**config.mk**
```make
export PLATFORM = sky130hd
export DESIGN_NAME = rvx_bus_arbiter
export DESIGN_NICKNAME = d
export VERILOG_FILES = /design/src/rtl/rvx_pkg.sv /design/src/rtl/rvx_rr_arbiter2.sv /design/src/rtl/rvx_bus_arbiter.sv
export SDC_FILE = /design/constraint.sdc
export NUM_CORES = 1
export LEC_CHECK = 0
export ABC_AREA = 1
export CORE_UTILIZATION = 42
export CTS_CLUSTER_SIZE = 14
export DETAILED_ROUTE_END_ITERATION = 7
export HOLD_SLACK_MARGIN = 0.02
export PLACE_DENSITY = 0.77
export SETUP_SLACK_MARGIN = 0.5
export SLEW_MARGIN = 25
export SYNTH_ARGS = -nofsm -noshare
export SYNTH_HDL_FRONTEND = slang
export SYNTH_SLANG_ARGS = --single-unit
```
**constraint.sdc**
```tcl
create_clock -name clock -period 2.56 [get_ports clock]
set_clock_uncertainty 0.2 [all_clocks]
set_input_delay 0.512 -clock clock [delete_from_list [all_inputs] [get_ports clock]]
set_output_delay 0.512 -clock clock [all_outputs]
set_load 0.03 [all_outputs]
```
**src/rtl/rvx_pkg.sv**
```systemverilog
// Shared rvx types and constants.
// Used by the bus arbiter and its grant helper.
package rvx_pkg;

    typedef enum logic {
        ARB_IDLE = 1'b0,
        ARB_BUSY = 1'b1
    } arb_state_t;

    localparam logic [31:0] RVX_BUS_ERROR_DATA = 32'h0;

endpackage

```
**src/rtl/rvx_rr_arbiter2.sv**
```systemverilog
// Two-way grant: a lone requester wins; on a conflict
// fixed mode favours M0, otherwise the one not granted last.
module rvx_rr_arbiter2
    import rvx_pkg::*;
(
    input  logic [1:0] req,
    input  logic       last_grant,
    input  logic       fixed,
    output logic [1:0] grant
);

    always_comb begin
        grant = req;
        if (req == 2'b11) begin
            grant = (fixed || last_grant) ? 2'b01 : 2'b10;
        end
    end

endmodule

```
**src/rtl/rvx_bus_arbiter.sv**
```systemverilog
// Shares one rvx_bus manager port between the core (M0) and a
// second manager (M1); one transaction in flight, with timeout.
module rvx_bus_arbiter
    import rvx_pkg::*;
#(
    parameter int FIXED_PRIORITY = 0,
    parameter int TIMEOUT_CYCLES = 255
) (
    input  logic        clock,
    input  logic        reset_n,
    input  logic [31:0] m0_rw_address,
    input  logic [31:0] m0_write_data,
    input  logic [3:0]  m0_write_strobe,
    input  logic        m0_read_request,
    input  logic        m0_write_request,
    output logic [31:0] m0_read_data,
    output logic        m0_read_response,
    output logic        m0_write_response,
    input  logic [31:0] m1_rw_address,
    input  logic [31:0] m1_write_data,
    input  logic [3:0]  m1_write_strobe,
    input  logic        m1_read_request,
    input  logic        m1_write_request,
    output logic [31:0] m1_read_data,
    output logic        m1_read_response,
    output logic        m1_write_response,
    output logic [31:0] s_rw_address,
    output logic [31:0] s_write_data,
    output logic [3:0]  s_write_strobe,
    output logic        s_read_request,
    output logic        s_write_request,
    input  logic [31:0] s_read_data,
    input  logic        s_read_response,
    input  logic        s_write_response,
    output logic        bus_error
);

    localparam logic        TO_EN   = (TIMEOUT_CYCLES != 0);
    localparam logic [15:0] TO_LAST = 16'(TIMEOUT_CYCLES - 1);
    localparam logic        FIXED   = (FIXED_PRIORITY != 0);

    arb_state_t  state;
    logic        gnt;
    logic        kind_wr;
    logic        last_grant;
    logic [15:0] timer;
    logic [31:0] m0_rd_q;
    logic [31:0] m1_rd_q;

    logic [1:0]  req;
    logic [1:0]  grant;
    logic        wr_sel;
    logic        busy;
    logic        hit_ok;
    logic        hit_to;
    logic        done;
    logic [31:0] rd_val;

    assign req[0] = m0_read_request | m0_write_request;
    assign req[1] = m1_read_request | m1_write_request;

    rvx_rr_arbiter2 u_rr (
        .req        (req),
        .last_grant (last_grant),
        .fixed      (FIXED),
        .grant      (grant)
    );

    // A write wins over a read raised together by the same manager.
    assign wr_sel = grant[1] ? m1_write_request : m0_write_request;

    assign busy   = (state == ARB_BUSY);
    assign hit_ok = busy && (kind_wr ? s_write_response : s_read_response);
    assign hit_to = busy && !hit_ok && TO_EN && (timer == TO_LAST);
    assign done   = hit_ok || hit_to;
    assign rd_val = hit_ok ? s_read_data : RVX_BUS_ERROR_DATA;

    assign m0_read_response  = done && !kind_wr && !gnt;
    assign m1_read_response  = done && !kind_wr && gnt;
    assign m0_write_response = done && kind_wr && !gnt;
    assign m1_write_response = done && kind_wr && gnt;
    assign m0_read_data      = m0_read_response ? rd_val : m0_rd_q;
    assign m1_read_data      = m1_read_response ? rd_val : m1_rd_q;
    assign bus_error         = hit_to;

    always_ff @(posedge clock or negedge reset_n) begin
        if (!reset_n) begin
            state           <= ARB_IDLE;
            gnt             <= 1'b0;
            kind_wr         <= 1'b0;
            last_grant      <= 1'b1;
            timer           <= '0;
            s_rw_address    <= '0;
            s_write_data    <= '0;
            s_write_strobe  <= '0;
            s_read_request  <= 1'b0;
            s_write_request <= 1'b0;
            m0_rd_q         <= '0;
            m1_rd_q         <= '0;
        end else begin
            unique case (state)
                ARB_IDLE: begin
                    if (|req) begin
                        state           <= ARB_BUSY;
                        gnt             <= grant[1];
                        last_grant      <= grant[1];
                        timer           <= '0;
                        kind_wr         <= wr_sel;
                        s_write_request <= wr_sel;
                        s_read_request  <= !wr_sel;
                        s_rw_address    <= grant[1] ? m1_rw_address : m0_rw_address;
                        s_write_data    <= grant[1] ? m1_write_data : m0_write_data;
                        s_write_strobe  <= grant[1] ? m1_write_strobe : m0_write_strobe;
                    end
                end
                ARB_BUSY: begin
                    if (timer != 16'hFFFF) begin
                        timer <= timer + 16'd1;
                    end
                    if (done) begin
                        state           <= ARB_IDLE;
                        s_read_request  <= 1'b0;
                        s_write_request <= 1'b0;
                    end
                end
                default: state <= ARB_IDLE;
            endcase
            if (m0_read_response) begin
                m0_rd_q <= rd_val;
            end
            if (m1_read_response) begin
                m1_rd_q <= rd_val;
            end
        end
    end

endmodule
```
======== After elaboration in Yosys (flattened, before gate mapping) ========
Index checks and enable logic that the tools add are counted.
Widths: inputs -> output; s select.
cells by class
  add/subtract/negate cells ............... 1
  multiply operators ...................... 0
  div/mod/pow operators ................... 0
  $lt $le $gt $ge ......................... 0
  equality and inequality tests ........... 6
  shift-type cells ........................ 0
  multiplexer cells ....................... 21
  bitwise operators ....................... 3
  reductions and logical operators ........ 18
operators by type and width
  cell                   count
  $mux 32                5
  $mux 16                2
  $pmux 16 s2            1
  $add 16x1->16 const B  1
  $eq 16x8->1 const B    1
  $ne 16x16->1 const B   1
  $logic_and 1x1->1      9
  $mux 1                 7
  $pmux 1 s2             3
  $reduce_and 2->1       3
  $logic_not 1->1        4
  $mux 2                 2
  $mux 4                 1
  $ne 2x1->1 const B     2
  $eq 2x2->1 const B     1
  $ne 2x2->1 const B     1
  $or 1x1->1             2
  $reduce_or 2->1        1
  $logic_or 1x1->1       1
  $not 1->1              1
storage, ports and cells
  flip-flop bits (word level) ............. 154
  bits in latches ......................... 0
  bits in writable memories ............... 0
  memory bits (read-only) ................. 0
  word-level logic and storage cells ...... 61
  memories kept ........................... 0

======== Logic depth before layout (Yosys ltp) ========
  depth after elaboration ................. 9
  depth in mapped cells ................... 10
  depth with buffers taken out ............ 9

======== Cells and area by module ========
From an unflattened synthesis, not the netlist that was laid out.
unflattened totals
  cell total of the unflattened synthesis .. 797
  area, all modules ....................... 7259.5 um^2
by module, submodules not included
  module           instances  cells each  area an instance (um^2)  sequential area each (um^2)
  rvx_bus_arbiter  1          785         7204.4                   3854.9
  rvx_rr_arbiter2  1          12          55.1                     0.0

======== Worst setup path after synthesis ========
OpenSTA, ideal clock, no wires.
  kind .................................... flip-flop to output port
  start point ............................. register timer[0]
  end point ............................... output port bus_error
  data arrival time ....................... 1.554 ns
  required time ........................... 1.848 ns
  path slack .............................. 0.294 ns
  stages on the path, launching flop included .. 7
  cells stage by stage .................... dfrtp_1 inv_1 ha_1 nand2_1 nor3_1 nand3_1 nor3_1
between the ends
  longest elaborated chain between the ends .. 2
ends and longest elaborated chain
  element                   RTL line                source
  start: declaration        rvx_bus_arbiter.sv:46   logic [15:0] timer;
  start signal: assignment  rvx_bus_arbiter.sv:118  timer <= timer + 16'd1;
  $eq 16x8->1               rvx_bus_arbiter.sv:74   assign hit_to = busy && !hit_ok && TO_EN && (timer == TO_LAST);
  $logic_and 1x1->1         rvx_bus_arbiter.sv:74
  end: declaration          rvx_bus_arbiter.sv:35   output logic bus_error
Every way passes these cells.

======== Worst setup path after layout ========
  start point ............................. input port s_write_response
  end point ............................... output port m1_read_data[12]
between the ends
  longest elaborated chain between the ends .. 9
  elaborated cells on any way between the ends .. 10
  classes of those cells .................. mux: 3; reduce/logical: 7
ends and longest elaborated chain
  element                          RTL line               source
  start: declaration               rvx_bus_arbiter.sv:34  input logic s_write_response,
  $mux 1 *                         rvx_bus_arbiter.sv:73  assign hit_ok = busy && (kind_wr ? s_write_response : s_read_response);
  $logic_and 1x1->1 *              rvx_bus_arbiter.sv:73
  $logic_not 1->1                  rvx_bus_arbiter.sv:74
  $logic_and 1x1->1 (2 in series)  rvx_bus_arbiter.sv:74
  $logic_or 1x1->1                 rvx_bus_arbiter.sv:75  assign done = hit_ok || hit_to;
  $logic_and 1x1->1 (2 in series)  rvx_bus_arbiter.sv:79  assign m1_read_response = done && !kind_wr && gnt;
  $mux 32 *                        -
  end: declaration                 rvx_bus_arbiter.sv:24  output logic [31:0] m1_read_data,
Every way passes the cells marked *; elsewhere a longest branch is shown, timed or not.

==> flow_metrics.env <==
export IMPL_run_status="finished, violations left"
export IMPL_violations_in_the_final_reports="negative setup slack"
export IMPL_drtIter0Drc=450
export IMPL_route_vias_total=7644
export IMPL_dominantRegCellSynth="dfrtp_1"
export IMPL_number_of_global_route_vias_before_repair=7495
export IMPL_final_replace_weighted_congestion=0.856
export IMPL_via_per_inst=5.38
export IMPL_grt_util_all_layers=0.292
export IMPL_holdPathStages=2
export IMPL_clkSlewWorstSetupHoldPaths_ns=0.06
export IMPL_finalSetupViolations=69
export IMPL_dp_cells=1364
export IMPL_leakage_power_uw=0.00561
export IMPL_final_layout_size_suffix_gt1_frac=0.268
export IMPL_cts_tree="done"
export IMPL_grt_setup_unrepaired="true"
export IMPL_port_buffer_count=314
export IMPL_netlist_area_sq_um=7130
export IMPL_slew_headroom=0.696
export IMPL_yosys_warnings=0
export IMPL_yosys_cell_count_top_type="nand2_1"
export IMPL_worst_ep_arrival_time_ns=2.16
export IMPL_wirelength_um=26200
export IMPL_synth_yosys_seq_area_share=0.541
export IMPL_final_period_minus_worst_setup_slack_ns=2.87
export IMPL_critical_path_buf_inv_count=3
export IMPL_endpoint_type_of_the_worst_setup_path="output port"
export IMPL_crit_cells=11
export IMPL_whs_ns=0.275
export IMPL_hpwlAfterDp_um=17000
export IMPL_syn_mean_instance_area_sq_um=8.42
export IMPL_yosys_register_bits=154
export IMPL_clock_sink_count=154
export IMPL_postSynth_asyncResetShare=1.00
export IMPL_fp_dieH_um=132
export IMPL_avgRoutedWirePerCell_um=18.4
export IMPL_synth_top_cells_by_area="dfrtp_1 54%, nand2_1 12%, o21ai_0 6.5%, nand4_1 5.7%, nor2_1 4.5%"
export IMPL_most_numerous_cell_types_in_the_synthesized_netlist="234 x nand2_1, 153 x dfrtp_1, 92 x o21ai_0"
export IMPL_syn_inst=846
export IMPL_power_per_cell_area_nw_per_um2=1410
export IMPL_clk_path_buf_depth=2
export IMPL_pin_count_of_the_biggest_net_entering_global_routing=69
export IMPL_die_area_sq_um=17500
export IMPL_grt_pass1_wl_um=39800
export IMPL_setup_ws_ns=-0.310
export IMPL_critical_path_slowest_cell="clkdlybuf4s50_1"
export IMPL_cp_max_fo=17
export IMPL_cts_buffers=17
export IMPL_globalRouteOverflowTotal=0
export IMPL_layout_cells_non_filler=1420
export IMPL_clock_latency_ns=0.43
export IMPL_timing_critical_path_from_type="input pin"
export IMPL_postSynthNetCount=1024
export IMPL_share_of_the_synthesized_area_in_the_top_cell_type=0.537
export IMPL_max_freq_mhz=348
export IMPL_drt_antenna_violating_nets=0
export IMPL_report_final_slew_viol_count=0
export IMPL_design_final_nets=1366
export IMPL_final_core_utilization=0.740
export IMPL_fp_row_count=47
export IMPL_worstPathCellList="clkdlybuf4s50_1 > nand2_2 > nand2_4 > nor2_2 > nand3_2 > nand2_4 > nand3_4 > buf_12 > nand2_1 > nand2_4 > buf_4"
export IMPL_synth_area_leader_cell="dfrtp_1"
export IMPL_drv_cap=0
export IMPL_area_delta_synth_final_pct=72.2
export IMPL_cts_max_level=4
export IMPL_start_util=0.430
export IMPL_report_final_hold_viol_count=0
export IMPL_grt_antenna_before_repair=0
export IMPL_worst_endpoint_required_ns=1.85
export IMPL_post_synth_num_cell_types=31
export IMPL_cp_most_frequent_cell="nand2_4"
export IMPL_vdd_ir_drop_max_uv=740
export IMPL_drc_errors=0
export IMPL_placed_area_sq_um=11000
export IMPL_synth_edf_count=0
export IMPL_critical_path_class="input pin to output port"
export IMPL_drt_pre_antenna_iters=5
export IMPL_worstMarginPinSlew_ns=0.456
export IMPL_min_path_type="flip-flop to flip-flop"
export IMPL_clockRootBuffer="clkbuf_16"
export IMPL_timing_final_crit_share=1.12
export IMPL_worst_r2r_path_depth=12
export IMPL_die_w_um=132
export IMPL_diodes=0
export IMPL_detailedPlace_worstSlack_ns=-0.202
export IMPL_stdcell_area_sq_um=12300
export IMPL_io_pins=315
export IMPL_cp_slowest_stage_delay_ns=0.43
export IMPL_worst_path_dominant_cell_family="simple AND/OR/NAND/NOR gates"
export IMPL_core_region_area_sq_um=16600
-- report_power, final --
part           total [uW]  internal [uW]  switching, uW
sequential           4270           3610            666
clock                2500           1430           1070
combinational       10500           3990           6510
total               17300           9030           8240
-- flip-flops by register name, summed over array words and instances, names as in the netlist --
name / cells
m0_rd_q: 32
m1_rd_q: 32
s_rw_address: 32
s_write_data: 32
timer: 16
s_write_strobe: 4
busy: 1
gnt: 1
kind_wr: 1
last_grant: 1
s_read_request: 1
s_write_request: 1
-- cells by family (layout without fill, tap and decap cells) --
| group | Yosys count | count (layout) | share of synthesized area |
|---|---|---|---|
| flops | 154 | 154 | 0.541 |
| xor+xnor | 6 | 6 | 0.00737 |
| simple gates | 444 | 444 | 0.276 |
| buf+inv | 86 | 440 | 0.0601 |
| compound gates | 154 | 154 | 0.112 |
| fa+ha+maj | 2 | 2 | 0.00351 |
-- cells in the final DEF (no fill, tap or decap), types with 2 or more instances in the layout --
cell	count
clkdlybuf4s50_1	174
dfrtp_1	152
nand2_1	125
nand2_4	95
o21ai_0	92
nor2_1	82
dlygate4sd2_1	70
buf_4	69
nand4_1	65
o21ai_1	59
buf_6	53
nand3_1	33
nand2_2	25
clkbuf_16	19
inv_1	15
buf_12	13
nor2_2	8
inv_2	6
clkinvlp_4	6
xor2_1	4
inv_6	3
or2_2	3
clkinv_2	3
clkinv_4	3
nor3_2	2
nand3_4	2
nor2_4	2
xnor2_1	2
bufinv_16	2
buf_16	2
-- metrics by stage --
stage	TNS (ns)	power (uW)
after floorplan	0	9970
after global placement	-9.75	13600
after detailed placement	-10.69	13800
after CTS	-10.18	16500
after global routing	-22.15	18200
final	-17.79	17300
-- tightest hold or removal path, delay by kind of cell, from the launching register on --
kind / cells / cell delay (ns)
simple gates: 1 / 0.05
flops: 1 / 0.34
compound gates: 1 / 0.05
-- metal layers --
metal,vias to the layer above,wire length [um],track usage
li1,3504,-,-
met1,3642,9760,0.355
met2,402,12700,0.468
met3,96,2260,0.0850
met4,0,1480,0.164
met5,-,0,0
-- final timing paths --
check	from	end	slack [ns]
max in group asynchronous	reset_n	last_grant	1.03
hold reg to reg	s_rw_address[16]	s_rw_address[16]	0.28
min in group asynchronous	reset_n	timer[14]	0.39
setup reg to reg	kind_wr	m1_rd_q[21]	0.45
hold / removal	s_rw_address[16]	s_rw_address[16]	0.28
setup / recovery	s_write_response	m1_read_data[12]	-0.31
-- what timing repair did --
action | 4_1_cts | 5_1_grt
cloned | 2 | 3
endpoints found under the setup margin | 139 | 85
resized for setup | 135 | 82
pin swaps | 5 | 5
hold buffers | 1 | 0
buffers inserted | 6 | 13
hold endpoints to repair | 44 | 0
-- area by class of cell --
| cell class | instances | area (sq um) |
|---|---|---|
| Timing Repair Buffer | 384 | 3840 |
| Multi-Input combinational cell | 606 | 3610 |
| Clock buffer | 17 | 425 |
| Inverter | 25 | 106 |
| Sequential cell | 154 | 3860 |
| Clock inverter | 14 | 149 |
| Fill cell | 1203 | 4310 |
| Tap cell | 220 | 275 |
(Power assumes the default switching activity.)
